## src/rtl/ctrl_pkg.sv

```systemverilog
// Shared encodings for the control unit: FSM state codes, opcodes, ALU and PC-source selects.
package ctrl_pkg;

  typedef logic [2:0] state_t;

  localparam state_t S_FETCH  = 3'd0;
  localparam state_t S_DECODE = 3'd1;
  localparam state_t S_EXEC   = 3'd2;
  localparam state_t S_MEM    = 3'd3;
  localparam state_t S_WB     = 3'd4;
  localparam state_t S_HALT   = 3'd5;
  localparam state_t S_TRAP   = 3'd6;

  localparam logic [5:0] OP_NOP  = 6'h00;
  localparam logic [5:0] OP_J    = 6'h02;
  localparam logic [5:0] OP_BEQ  = 6'h04;
  localparam logic [5:0] OP_ADDI = 6'h08;
  localparam logic [5:0] OP_LW   = 6'h23;
  localparam logic [5:0] OP_SW   = 6'h2B;
  localparam logic [5:0] OP_HALT = 6'h3F;

  typedef enum logic [1:0] {
    ALU_ADD = 2'd0,
    ALU_SUB = 2'd1
  } alu_op_e;

  typedef enum logic [1:0] {
    PC_SEQ    = 2'd0,
    PC_BRANCH = 2'd1,
    PC_JUMP   = 2'd2
  } pc_src_e;

endpackage

```

## src/rtl/control_unit_if.sv

```systemverilog
// Instruction/data memory request-acknowledge signals between the control unit and memory.
// A request is held high until its ack arrives; an ack seen while the request is low is ignored.
interface control_unit_if;
    logic imem_req;
    logic imem_ack;
    logic dmem_req;
    logic dmem_we;
    logic dmem_ack;

    modport master (output imem_req, output dmem_req, output dmem_we,
                    input  imem_ack, input  dmem_ack);
    modport slave  (input  imem_req, input  dmem_req, input  dmem_we,
                    output imem_ack, output dmem_ack);
endinterface

```

## src/rtl/control_unit.sv

```systemverilog
// Multi-cycle control FSM: FETCH -> DECODE -> EXEC -> [MEM] -> [WB], plus HALT and TRAP.
// Define ILLEGAL_OP_TRAP_EN to trap undefined opcodes; otherwise they execute as NOP.
module control_unit
    import ctrl_pkg::*;
#(
    parameter int PC_W = 32
) (
    input  logic                  clk,
    input  logic                  rst_n,
    input  logic [5:0]            opcode,
    input  logic                  zero,
    control_unit_if.master        mem,
    output logic                  ir_load,
    output logic                  pc_inc,
    output logic                  pc_load,
    output logic [1:0]            pc_src,
    output logic [1:0]            alu_op,
    output logic                  alu_src_imm,
    output logic                  reg_we,
    output logic                  wb_sel,
    output logic                  halted,
    output logic                  illegal,
    output logic [2:0]            state
);

    if (PC_W < 3) begin : g_pc_w_check
        $error("control_unit: PC_W must be at least 3");
    end

    state_t     state_q, state_d;
    logic [5:0] op_q;
    // run_q keeps imem_req low until the first clock edge after reset release.
    logic       run_q;

    always_ff @(posedge clk or negedge rst_n) begin
        if (!rst_n) begin
            state_q <= S_FETCH;
            op_q    <= OP_NOP;
            run_q   <= 1'b0;
        end else begin
            state_q <= state_d;
            run_q   <= 1'b1;
            if (state_q == S_DECODE) op_q <= opcode;
        end
    end

    always_comb begin
        state_d = state_q;
        case (state_q)
            S_FETCH:  if (run_q && mem.imem_ack) state_d = S_DECODE;
            S_DECODE: state_d = S_EXEC;
            S_EXEC: begin
                case (op_q)
                    OP_ADDI:             state_d = S_WB;
                    OP_LW, OP_SW:        state_d = S_MEM;
                    OP_HALT:             state_d = S_HALT;
                    OP_NOP, OP_J, OP_BEQ: state_d = S_FETCH;
`ifdef ILLEGAL_OP_TRAP_EN
                    default:             state_d = S_TRAP;
`else
                    default:             state_d = S_FETCH;
`endif
                endcase
            end
            S_MEM:    if (mem.dmem_ack) state_d = (op_q == OP_SW) ? S_FETCH : S_WB;
            S_WB:     state_d = S_FETCH;
            S_HALT:   state_d = S_HALT;
            S_TRAP:   state_d = S_TRAP;
            default:  state_d = S_FETCH;
        endcase
    end

    always_comb begin
        mem.imem_req = 1'b0;
        mem.dmem_req = 1'b0;
        mem.dmem_we  = 1'b0;
        ir_load      = 1'b0;
        pc_inc       = 1'b0;
        pc_load      = 1'b0;
        pc_src       = PC_SEQ;
        alu_op       = ALU_ADD;
        alu_src_imm  = 1'b0;
        reg_we       = 1'b0;
        wb_sel       = 1'b0;
        case (state_q)
            S_FETCH: begin
                mem.imem_req = run_q;
                ir_load      = run_q & mem.imem_ack;
                pc_inc       = run_q & mem.imem_ack;
            end
            S_EXEC: begin
                case (op_q)
                    OP_ADDI, OP_LW, OP_SW: begin
                        alu_op      = ALU_ADD;
                        alu_src_imm = 1'b1;
                    end
                    OP_BEQ: begin
                        alu_op = ALU_SUB;
                        if (zero) begin
                            pc_load = 1'b1;
                            pc_src  = PC_BRANCH;
                        end
                    end
                    OP_J: begin
                        pc_load = 1'b1;
                        pc_src  = PC_JUMP;
                    end
                    default: ;
                endcase
            end
            S_MEM: begin
                mem.dmem_req = 1'b1;
                mem.dmem_we  = (op_q == OP_SW);
                alu_op       = ALU_ADD;
                alu_src_imm  = 1'b1;
            end
            S_WB: begin
                reg_we = 1'b1;
                wb_sel = (op_q == OP_LW);
            end
            default: ;
        endcase
    end

    assign halted = (state_q == S_HALT) || (state_q == S_TRAP);
`ifdef ILLEGAL_OP_TRAP_EN
    assign illegal = (state_q == S_TRAP);
`else
    assign illegal = 1'b0;
`endif
    assign state = state_q;

endmodule
```

## src/flat_wrapper.sv

```systemverilog
// flat-port wrapper written by rule: the top's interface ports become plain ports
module control_unit_flat import ctrl_pkg::*;
#(
    parameter int PC_W = 32
)
  (clk, rst_n, opcode, zero, ir_load, pc_inc, pc_load, pc_src, alu_op, alu_src_imm, reg_we, wb_sel, halted, illegal, state, mem_imem_req, mem_dmem_req, mem_dmem_we, mem_imem_ack, mem_dmem_ack);
  control_unit_if mem_i ();
  input  logic clk;
  input  logic rst_n;
  input  logic [5:0] opcode;
  input  logic zero;
  output logic ir_load;
  output logic pc_inc;
  output logic pc_load;
  output logic [1:0] pc_src;
  output logic [1:0] alu_op;
  output logic alu_src_imm;
  output logic reg_we;
  output logic wb_sel;
  output logic halted;
  output logic illegal;
  output logic [2:0] state;
  output wire logic [$bits(mem_i.imem_req)-1:0] mem_imem_req;
  output wire logic [$bits(mem_i.dmem_req)-1:0] mem_dmem_req;
  output wire logic [$bits(mem_i.dmem_we)-1:0] mem_dmem_we;
  input wire logic [$bits(mem_i.imem_ack)-1:0] mem_imem_ack;
  input wire logic [$bits(mem_i.dmem_ack)-1:0] mem_dmem_ack;
  assign mem_imem_req = mem_i.imem_req;
  assign mem_dmem_req = mem_i.dmem_req;
  assign mem_dmem_we = mem_i.dmem_we;
  assign mem_i.imem_ack = mem_imem_ack;
  assign mem_i.dmem_ack = mem_dmem_ack;
  control_unit #(.PC_W(PC_W)) u_core (.clk(clk), .rst_n(rst_n), .opcode(opcode), .zero(zero), .mem(mem_i), .ir_load(ir_load), .pc_inc(pc_inc), .pc_load(pc_load), .pc_src(pc_src), .alu_op(alu_op), .alu_src_imm(alu_src_imm), .reg_we(reg_we), .wb_sel(wb_sel), .halted(halted), .illegal(illegal), .state(state));
endmodule
```

## config.mk

```make
export PLATFORM = sky130hd
export DESIGN_NAME = control_unit_flat
export DESIGN_NICKNAME = d
export VERILOG_FILES = /design/src/rtl/ctrl_pkg.sv /design/src/rtl/control_unit_if.sv /design/src/rtl/control_unit.sv /design/src/flat_wrapper.sv
export SDC_FILE = /design/constraint.sdc
export NUM_CORES = 1
export LEC_CHECK = 0
export ABC_AREA = 1
export BUFFER_PORTS_ARGS = -buffer_cell sky130_fd_sc_hd__buf_2
export CORE_MARGIN = 3
export CORE_UTILIZATION = 35
export DETAILED_ROUTE_END_ITERATION = 10
export GPL_ROUTABILITY_DRIVEN = 0
export MAX_ROUTING_LAYER = met4
export PLACE_DENSITY = 0.59
export SLEW_MARGIN = 15
export SYNTH_ARGS = -nofsm -noshare
export SYNTH_HDL_FRONTEND = slang
export SYNTH_SLANG_ARGS = --single-unit
```

## constraint.sdc

```tcl
create_clock -name clk -period 2.26 [get_ports clk]
set_input_delay 0.113 -clock clk [delete_from_list [all_inputs] [get_ports clk]]
set_output_delay 0.113 -clock clk [all_outputs]
set_load 0.02 [all_outputs]
```

==> qor.csv, run 1 <==
metric,value,unit
core area,1590,um^2
largest net degree at the start of global routing,11,
post-route ant nets,0,
Synth Register Bits,10,
via count,650,
Sequential Power Share,50.3,%
Psw,0.0000828,W
post-CTS sizing,0,
fin. max-slew vios,0,
footprint of the multi-input gates,308,um^2
nets,131,
starting density of the core,39.7,%
Post-Syn Area,633,um^2
WP data required,2.15,ns
share of layout cells above drive strength 1,31.1,%
RSZ-0062 raised after global routing,false,
register area share after synthesis,39.5,%
pre-CTS WS,0.859,ns
slowest CP cell,dfrtp_1,
Clock Skews,0.00255,ns
Ys Warns,0,
"Hold Violations, Final",0,
cell-internal power,0.000297,W
DR WL/cell,10.3,um
CP arrival,1.57,ns
DP Cell Count,138,
initial DRC count,17,
Syn-to-layout area delta,29.6,%
MaxCap Viol Count,0,
DR pass1 iterations,4,
Synth area leader,dfrtp_1,
Filler Cell Count,165,
share of the synthesized area in the top cell type,39.5,%
logic gate share of total power,8.4,%
CTS Buffer Depth,2,
switch share,21.8,%
clock sink total,10,
post-synthesis instance total,90,
via/cell ratio,4.55,
Final WS setup,0.578,ns
Reg-to-Reg Start,u_core.state[0],
Tcrit/Tclk final,74.4,%
DRC,0,
fin area,821,um^2
static leakage,0.462,nW
Synth area leaders,"dfrtp_1, nand2_1, nor2_1",
peak fanout along the critical path,6,
final wirelength,1.47,mm
worst-skew pair later-pin latency,0.26,ns
fin crit period,1.68,ns
GRT Util Overall,13.8,%
Detailed Place HPWL,1.22,mm
row cnt,14,
Power Density,462,nW/um^2
# diodes,0,
clock slew at reported path FFs,0.06,ns
# IOs,29,
highest clock rate,595,MHz
cts bufs inserted,3,
crit path launch type,register,
H-Tree Depth,1,
CP Class,register to output port,
register area,250,um^2
Die X,48.5,um
Post-Route Setup TNS,0,ns
chip height,48.5,um
first-pass GRT wire length,2.52,mm
Clk pwr share,41.3,%
status,"finished, final reports clean",
hold_sp,opcode[1],
CP Capture Type,output port,
Non-Filler Instances,143,
area of the die,2360,um^2
antenna violations before repair,0,
crit path cell chain,"inv_2, nand2_1, nor2_1, inv_1, o21ai_1, buf_2",
Min-Delay Path Class,input port to register,
CTS tree,yes,
"Distinct cells, synth",19,
Root Buffer,clkbuf_4,
largest stage delay on the critical path,0.44,ns
syn_area_per_cell,7.03,um^2
VDD IR max,0.256,mV
critical path startpoint,u_core.state[0],
"Cell Area, Placed",774,um^2
vias in the first global route,599,
Setup Viol. Count Final,0,
# port buffers,26,
Final Core Density,51.5,%
total grt overflow,0,
==> synthesized netlist by cell type <==
library cell / number
a21oi_1: 6
o21ai_1: 2
nand3_2: 1
mux2_2: 3
nor2_1: 16
a31oi_1: 1
conb_1: 2
nand3_1: 4
nand4_1: 2
buf_4: 3
o21ai_0: 1
inv_2: 2
nor2_4: 1
dfrtp_1: 10
and3_1: 1
nand3b_1: 1
nor3_1: 4
inv_1: 13
nand2_1: 17
==> final cells by class <==
| cell class | instances | share of cell area, % |
|---|---|---|
| clock buffers | 4 | 4.42 |
| inverters | 15 | 6.86 |
| multi-input cells | 63 | 37.5 |
| flip-flops and latches | 10 | 30.5 |
| well taps | 24 | 3.66 |
| repair buffers | 27 | 17.1 |
==> through the flow <==
stage,hold slack (ns),power (W)
after floorplan,-0.183,0.000212
after global placement,-0.0179,0.000224
after detailed placement,-0.0171,0.000225
after CTS,0.0728,0.000387
after global routing,0.0818,0.000397
final,0.0819,0.000379
==> registers in the layout, indices dropped and copies added (netlist names) <==
name          flops
u_core.op_q       6
u_core.run_q      1
u_core.state      3
==> final timing paths <==
check                                        to  cells past startpoint  slack [ns]
worst min register to register   u_core.op_q[0]                      2        0.56
worst min-delay path             u_core.op_q[1]                      2        0.08
max in group asynchronous          u_core.run_q                      2        1.82
worst max-delay path                    pc_load                      6        0.58
worst max register to register  u_core.state[2]                      5        0.95
min in group asynchronous        u_core.op_q[0]                      2        0.25
==> power by group through the flow <==
stage / Clock (W) / Sequential, W / Combinational [W]
after detailed placement: 0 / 0.000194 / 0.0000306
after global routing: 0.000168 / 0.000192 / 0.0000372
after CTS: 0.000164 / 0.000191 / 0.0000320
after global placement: 0 / 0.000194 / 0.0000302
after floorplan: 0 / 0.000193 / 0.0000194
final: 0.000157 / 0.000191 / 0.0000317
==> logic make-up (layout without fill, tap and decap cells) <==
kind of cell,Yosys count,after routing,share of synthesized area [%]
AND/OR/NAND/NOR,47,47,33.4
AO/OA/AOI/OAI,10,10,8.10
multiplexers,3,3,5.34
flip-flops,10,10,39.5
other,2,3,1.19
buffers and inverters,18,46,12.5
==> layer usage <==
metal	routed length (um)	track usage (%)	share of wire [%]
met4	34	8.53	2.3
met1	679	16.2	46
met3	64	2.15	4.4
met2	694	22.2	47
met5	0	-	0
==> cell usage in the layout (no fill, tap or decap), types with 2 or more instances in the layout <==
| master | instances |
|---|---|
| dfrtp_1 | 10 |
| a21oi_1 | 6 |
| inv_1 | 13 |
| nor3_1 | 4 |
| clkbuf_4 | 3 |
| nand2_1 | 17 |
| mux2_2 | 3 |
| nand4_1 | 2 |
| inv_2 | 2 |
| nor2_1 | 16 |
| buf_2 | 26 |
| o21ai_1 | 2 |
| nand3_1 | 4 |
| conb_1 | 3 |
==> worst max-delay path, delay by kind of cell, from the launching register on <==
kind	cells	cell delay (ns)
AND/OR/NAND/NOR	2	0.32
AO/OA/AOI/OAI	1	0.13
buffers and inverters	3	0.41
flip-flops	1	0.44
==> repair_timing <==
item                                   in CTS  in global routing
endpoints found under the hold margin      10                  0
hold buffers                                1                  0
setup buffers                               0                  0
setup endpoints to repair                   0                  0
Power figures use the tool's default switching activity.
==> inputs of run 2 (changes only) <==
--- a/config.mk
+++ b/config.mk
@@ -12,7 +12,7 @@
 export DETAILED_ROUTE_END_ITERATION = 10
 export GPL_ROUTABILITY_DRIVEN = 0
 export MAX_ROUTING_LAYER = met4
-export PLACE_DENSITY = 0.59
+export PLACE_DENSITY = 0.61
 export SLEW_MARGIN = 15
 export SYNTH_ARGS = -nofsm -noshare
 export SYNTH_HDL_FRONTEND = slang
==> constraint.sdc (replaced) <==
create_clock -name clk -period 1.5 [get_ports clk]
set_input_delay 0.075 -clock clk [delete_from_list [all_inputs] [get_ports clk]]
set_output_delay 0.075 -clock clk [all_outputs]
set_load 0.02 [all_outputs]
==> qor.csv, run 2 (same netlist as run 1, synthesis figures left out) <==
metric,value,unit
status,"finished, final reports clean",
"Hold Violations, Final",0,
worst-skew pair later-pin latency,0.26,ns
"commonest cells after routing, fill and taps aside","buf_2, nand2_1, nor2_1",
fin. max-slew vios,0,
crit path launch type,register,
initial DRC count,20,
CP arrival,1.37,ns
Clock Skews,0.00163,ns
Post-Route Hold Slack,0.0392,ns
CTS Buffer Depth,2,
"commonest non-fill, non-tap cell in the layout",buf_2,
Power Density,625,nW/um^2
DR pass1 iterations,4,
DP Cell Count,138,
via count,691,
Min-Delay Path Class,input port to register,
WP data required,1.42,ns
starting density of the core,39.7,%
first-pass GRT wire length,2.72,mm
largest net degree at the start of global routing,11,
CTS tree,yes,
total grt overflow,0,
cts bufs inserted,3,
RSZ-0062 raised after global routing,true,
largest reg by FF count,u_core.op_q,
CP Class,register to output port,
Tcrit/Tclk final,96.2,%
clock slew at reported path FFs,0.07,ns
DRC,0,
H-Tree Depth,1,
core area,1590,um^2
Non-Filler Instances,148,
highest clock rate,693,MHz
area of the die,2360,um^2
Detailed Place HPWL,1.21,mm
DR WL/cell,10.6,um
Syn-to-layout area delta,45.7,%
clock sink total,10,
MaxCap Viol Count,0,
antenna violations before repair,0,
# IOs,29,
max reg flops,6,
vias in the first global route,626,
# port buffers,26,
VDD IR max,0.565,mV
GRT Util Overall,15.1,%
Root Buffer,clkbuf_4,
chip height,48.5,um
Setup Viol. Count Final,0,
row cnt,14,
share of layout cells above drive strength 1,45.2,%
peak fanout along the critical path,4,
post-route ant nets,0,
final wirelength,1.58,mm
static leakage,0.486,nW
fin crit period,1.44,ns
via/cell ratio,4.67,
CP Capture Type,output port,
# diodes,0,
nets,136,
Die X,48.5,um
==> run 2: cell types whose count changed in the layout (fill, tap and decap cells not counted), moves of 2 or more <==
| cell | delta |
|---|---|
| nor2_1 | -3 |
| nor2_2 | +2 |
| buf_2 | -4 |
| nor3_2 | +3 |
| buf_4 | +9 |
| dfrtp_2 | +4 |
| nor3_1 | -4 |
| dfrtp_1 | -4 |
==> run 2: worst max-delay path: stages (launching register included) <==
cell and delay, ns:
dfrtp_2 0.44, buf_4 0.17, nor3_4 0.18, nand2_1 0.06, nor2_1 0.09, buf_2 0.17
==> run 2: worst paths after layout <==
check	depth (start not counted)	endpoint	slack [ns]	from
worst min register to register	2	u_core.op_q[3]	0.56	u_core.op_q[3]
worst max-delay path	5	wb_sel	0.06	u_core.state[0]
worst min-delay path	2	u_core.op_q[1]	0.04	opcode[1]
worst max register to register	8	u_core.state[2]	0.15	u_core.state[0]
max in group asynchronous	2	u_core.state[0]	1.10	rst_n
min in group asynchronous	2	u_core.op_q[1]	0.20	rst_n
==> run 2: per-stage QoR <==
step           worst slack, ns  setup TNS [ns]  total power [W]  instance area (um^2)  utilization, %
2_1_floorplan           0.0847               0         0.000320                   647               -
3_3_place_gp             0.199               0         0.000338                   785            49.2
5_1_grt                -0.0265         -0.0451         0.000603                   922            57.8
3_5_place_dp             0.153               0         0.000340                   785            49.2
6_report                0.0565               0         0.000576                   922            57.8
4_1_cts                0.00890               0         0.000584                   872            54.7
==> run 2: final cells by class <==
| cell class | count | area, um^2 |
|---|---|---|
| Fill cell | 152 | 672 |
| Multi-Input combinational cell | 63 | 354 |
| Sequential cell | 10 | 255 |
| Timing Repair Buffer | 32 | 188 |
| Inverter | 15 | 58.8 |
| Clock buffer | 4 | 36.3 |
| Tap cell | 24 | 30.0 |
==> run 2: layer usage <==
| layer | track usage (%) | wire (um) | vias to the layer above |
|---|---|---|---|
| li1 | - | - | 350 |
| met1 | 18.6 | 679 | 318 |
| met2 | 23.9 | 779 | 21 |
| met3 | 1.84 | 100 | 2 |
| met4 | 8.53 | 15 | 0 |
| met5 | - | 0 | - |
==> run 2: power by group <==
group | total (W) | internal, W | switching [W]
clock | 0.000238 | 0.000147 | 0.0000906
sequential | 0.000289 | 0.000279 | 0.00000937
combinational | 0.0000493 | 0.0000208 | 0.0000286
total | 0.000576 | 0.000447 | 0.000129
==> run 2: what timing repair did <==
| item | 4_1_cts | 5_1_grt |
|---|---|---|
| resized for setup | 5 | 14 |
| pin swaps | 1 | 3 |
| hold endpoints to repair | 10 | 0 |
| hold buffers | 1 | 0 |
| setup endpoints to repair | 5 | 9 |
| buffers inserted | 4 | 1 |
==> inputs of run 3 (changes only) <==
--- a/config.mk
+++ b/config.mk
@@ -13,7 +13,7 @@
 export GPL_ROUTABILITY_DRIVEN = 0
 export MAX_ROUTING_LAYER = met4
 export PLACE_DENSITY = 0.61
-export SLEW_MARGIN = 15
+export RECOVER_POWER = 50
 export SYNTH_ARGS = -nofsm -noshare
 export SYNTH_HDL_FRONTEND = slang
 export SYNTH_SLANG_ARGS = --single-unit
==> qor.csv, run 3 (same netlist as run 1, synthesis figures left out) <==
metric,value,unit
status,"finished, final reports clean",
row cnt,14,
area of the die,2360,um^2
largest stage delay on the critical path,0.44,ns
Detailed Place HPWL,1.21,mm
total grt overflow,0,
Filler Cell Count,153,
Tcrit/Tclk final,96.2,%
H-Tree Depth,1,
Bufs and invs on worst path,2,
Post-Route Setup TNS,0,ns
VDD IR max,0.565,mV
post-route ant nets,0,
nets,136,
Worst Tran Pin Value,0.544,ns
Final WS setup,0.0565,ns
WP data required,1.42,ns
Setup Viol. Count Final,0,
Clock Skews,0.00163,ns
peak fanout along the critical path,4,
pre-CTS WS,0.153,ns
crit path launch type,register,
Final Core Density,57.8,%
RSZ-0062 raised after global routing,true,
fin. max-slew vios,0,
DR WL/cell,10.6,um
Top delay family on crit path,flip-flops,
largest reg by FF count,u_core.op_q,
DR pass1 iterations,4,
initial DRC count,20,
GRT Util Overall,15.1,%
CTS tree,yes,
Root Buffer,clkbuf_4,
register area,255,um^2
clock slew at reported path FFs,0.07,ns
chip height,48.5,um
via count,691,
Power Density,625,nW/um^2
final wirelength,1.58,mm
largest net degree at the start of global routing,11,
via/cell ratio,4.67,
fin crit period,1.44,ns
CP Capture Type,output port,
cts bufs inserted,3,
CTS Buffer Depth,2,
max reg flops,6,
first-pass GRT wire length,2.72,mm
crit path cell chain,"buf_4, nor3_4, nand2_1, nor2_1, buf_2",
"commonest cells after routing, fill and taps aside","buf_2, nand2_1, nor2_1",
antenna violations before repair,0,
"Hold Violations, Final",0,
Min-Delay Path Class,input port to register,
# port buffers,26,
CP Class,register to output port,
core area,1590,um^2
static leakage,0.483,nW
vias in the first global route,626,
CP arrival,1.37,ns
starting density of the core,39.7,%
Slew Limit Headroom,63.8,%
DRC,0,
slowest CP cell,dfrtp_2,
share of layout cells above drive strength 1,44.4,%
# diodes,0,
footprint of the multi-input gates,354,um^2
highest clock rate,693,MHz
Syn-to-layout area delta,45.5,%
Die X,48.5,um
# IOs,29,
"commonest non-fill, non-tap cell in the layout",buf_2,
worst-skew pair later-pin latency,0.26,ns
clock sink total,10,
MaxCap Viol Count,0,
run 3: final cells by class:
| cell class | instances | area share, % |
|---|---|---|
| Multi-Input combinational cell | 63 | 38.5 |
| Tap cell | 24 | 3.26 |
| Inverter | 15 | 6.39 |
| Sequential cell | 10 | 27.7 |
| Clock buffer | 4 | 3.94 |
| Timing Repair Buffer | 32 | 20.2 |
run 3: where the power goes:
| part | switching [W] | internal, W |
|---|---|---|
| registers | 0.00000937 | 0.000279 |
| logic | 0.0000286 | 0.0000204 |
| clock network | 0.0000906 | 0.000147 |
run 3: routing by layer:
layer | wire length [um] | share of wire [%] | global-route usage [%] | vias up
met5 | 0 | 0 | - | -
met4 | 15 | 0.95 | 8.53 | 0
met3 | 100 | 6.3 | 1.84 | 2
met2 | 779 | 49 | 23.9 | 21
met1 | 679 | 43 | 18.6 | 318
li1 | - | - | - | 350
run 3: final timing paths:
path | start | to | slack [ns] | cells past startpoint
min | opcode[1] | u_core.op_q[1] | 0.04 | 2
max | u_core.state[0] | wb_sel | 0.06 | 5
max reg2reg | u_core.state[0] | u_core.state[2] | 0.15 | 8
min reg2reg | u_core.op_q[3] | u_core.op_q[3] | 0.56 | 2
min in group asynchronous | rst_n | u_core.op_q[1] | 0.30 | 2
max in group asynchronous | rst_n | u_core.state[0] | 0.81 | 2
run 3: worst register-to-register path: stages (launching register included):
cell and delay [ns]:
dfrtp_2 0.44, inv_4 0.09, nand2_2 0.08, nor2_4 0.11, buf_4 0.11, buf_4 0.09
buf_4 0.10, nand2_1 0.05, a21oi_1 0.18
run 3: what timing repair did:
item | CTS | global route
cloned | 0 | 0
buffers inserted | 4 | 1
hold buffers | 1 | 0
endpoints found under the setup margin | 5 | 9
pin swaps | 1 | 3
endpoints found under the hold margin | 10 | 0
resized for setup | 5 | 14
run 3: per-stage QoR:
stage / cell area [um^2] / hold slack (ns) / std cells / power, W
6_report: 921 / 0.0392 / 148 / 0.000576
5_1_grt: 921 / 0.0416 / 148 / 0.000603
4_1_cts: 872 / 0.0334 / 147 / 0.000584
3_5_place_dp: 785 / -0.0526 / 138 / 0.000340
3_3_place_gp: 785 / -0.0540 / 138 / 0.000338
2_1_floorplan: 647 / -0.221 / 91 / 0.000320
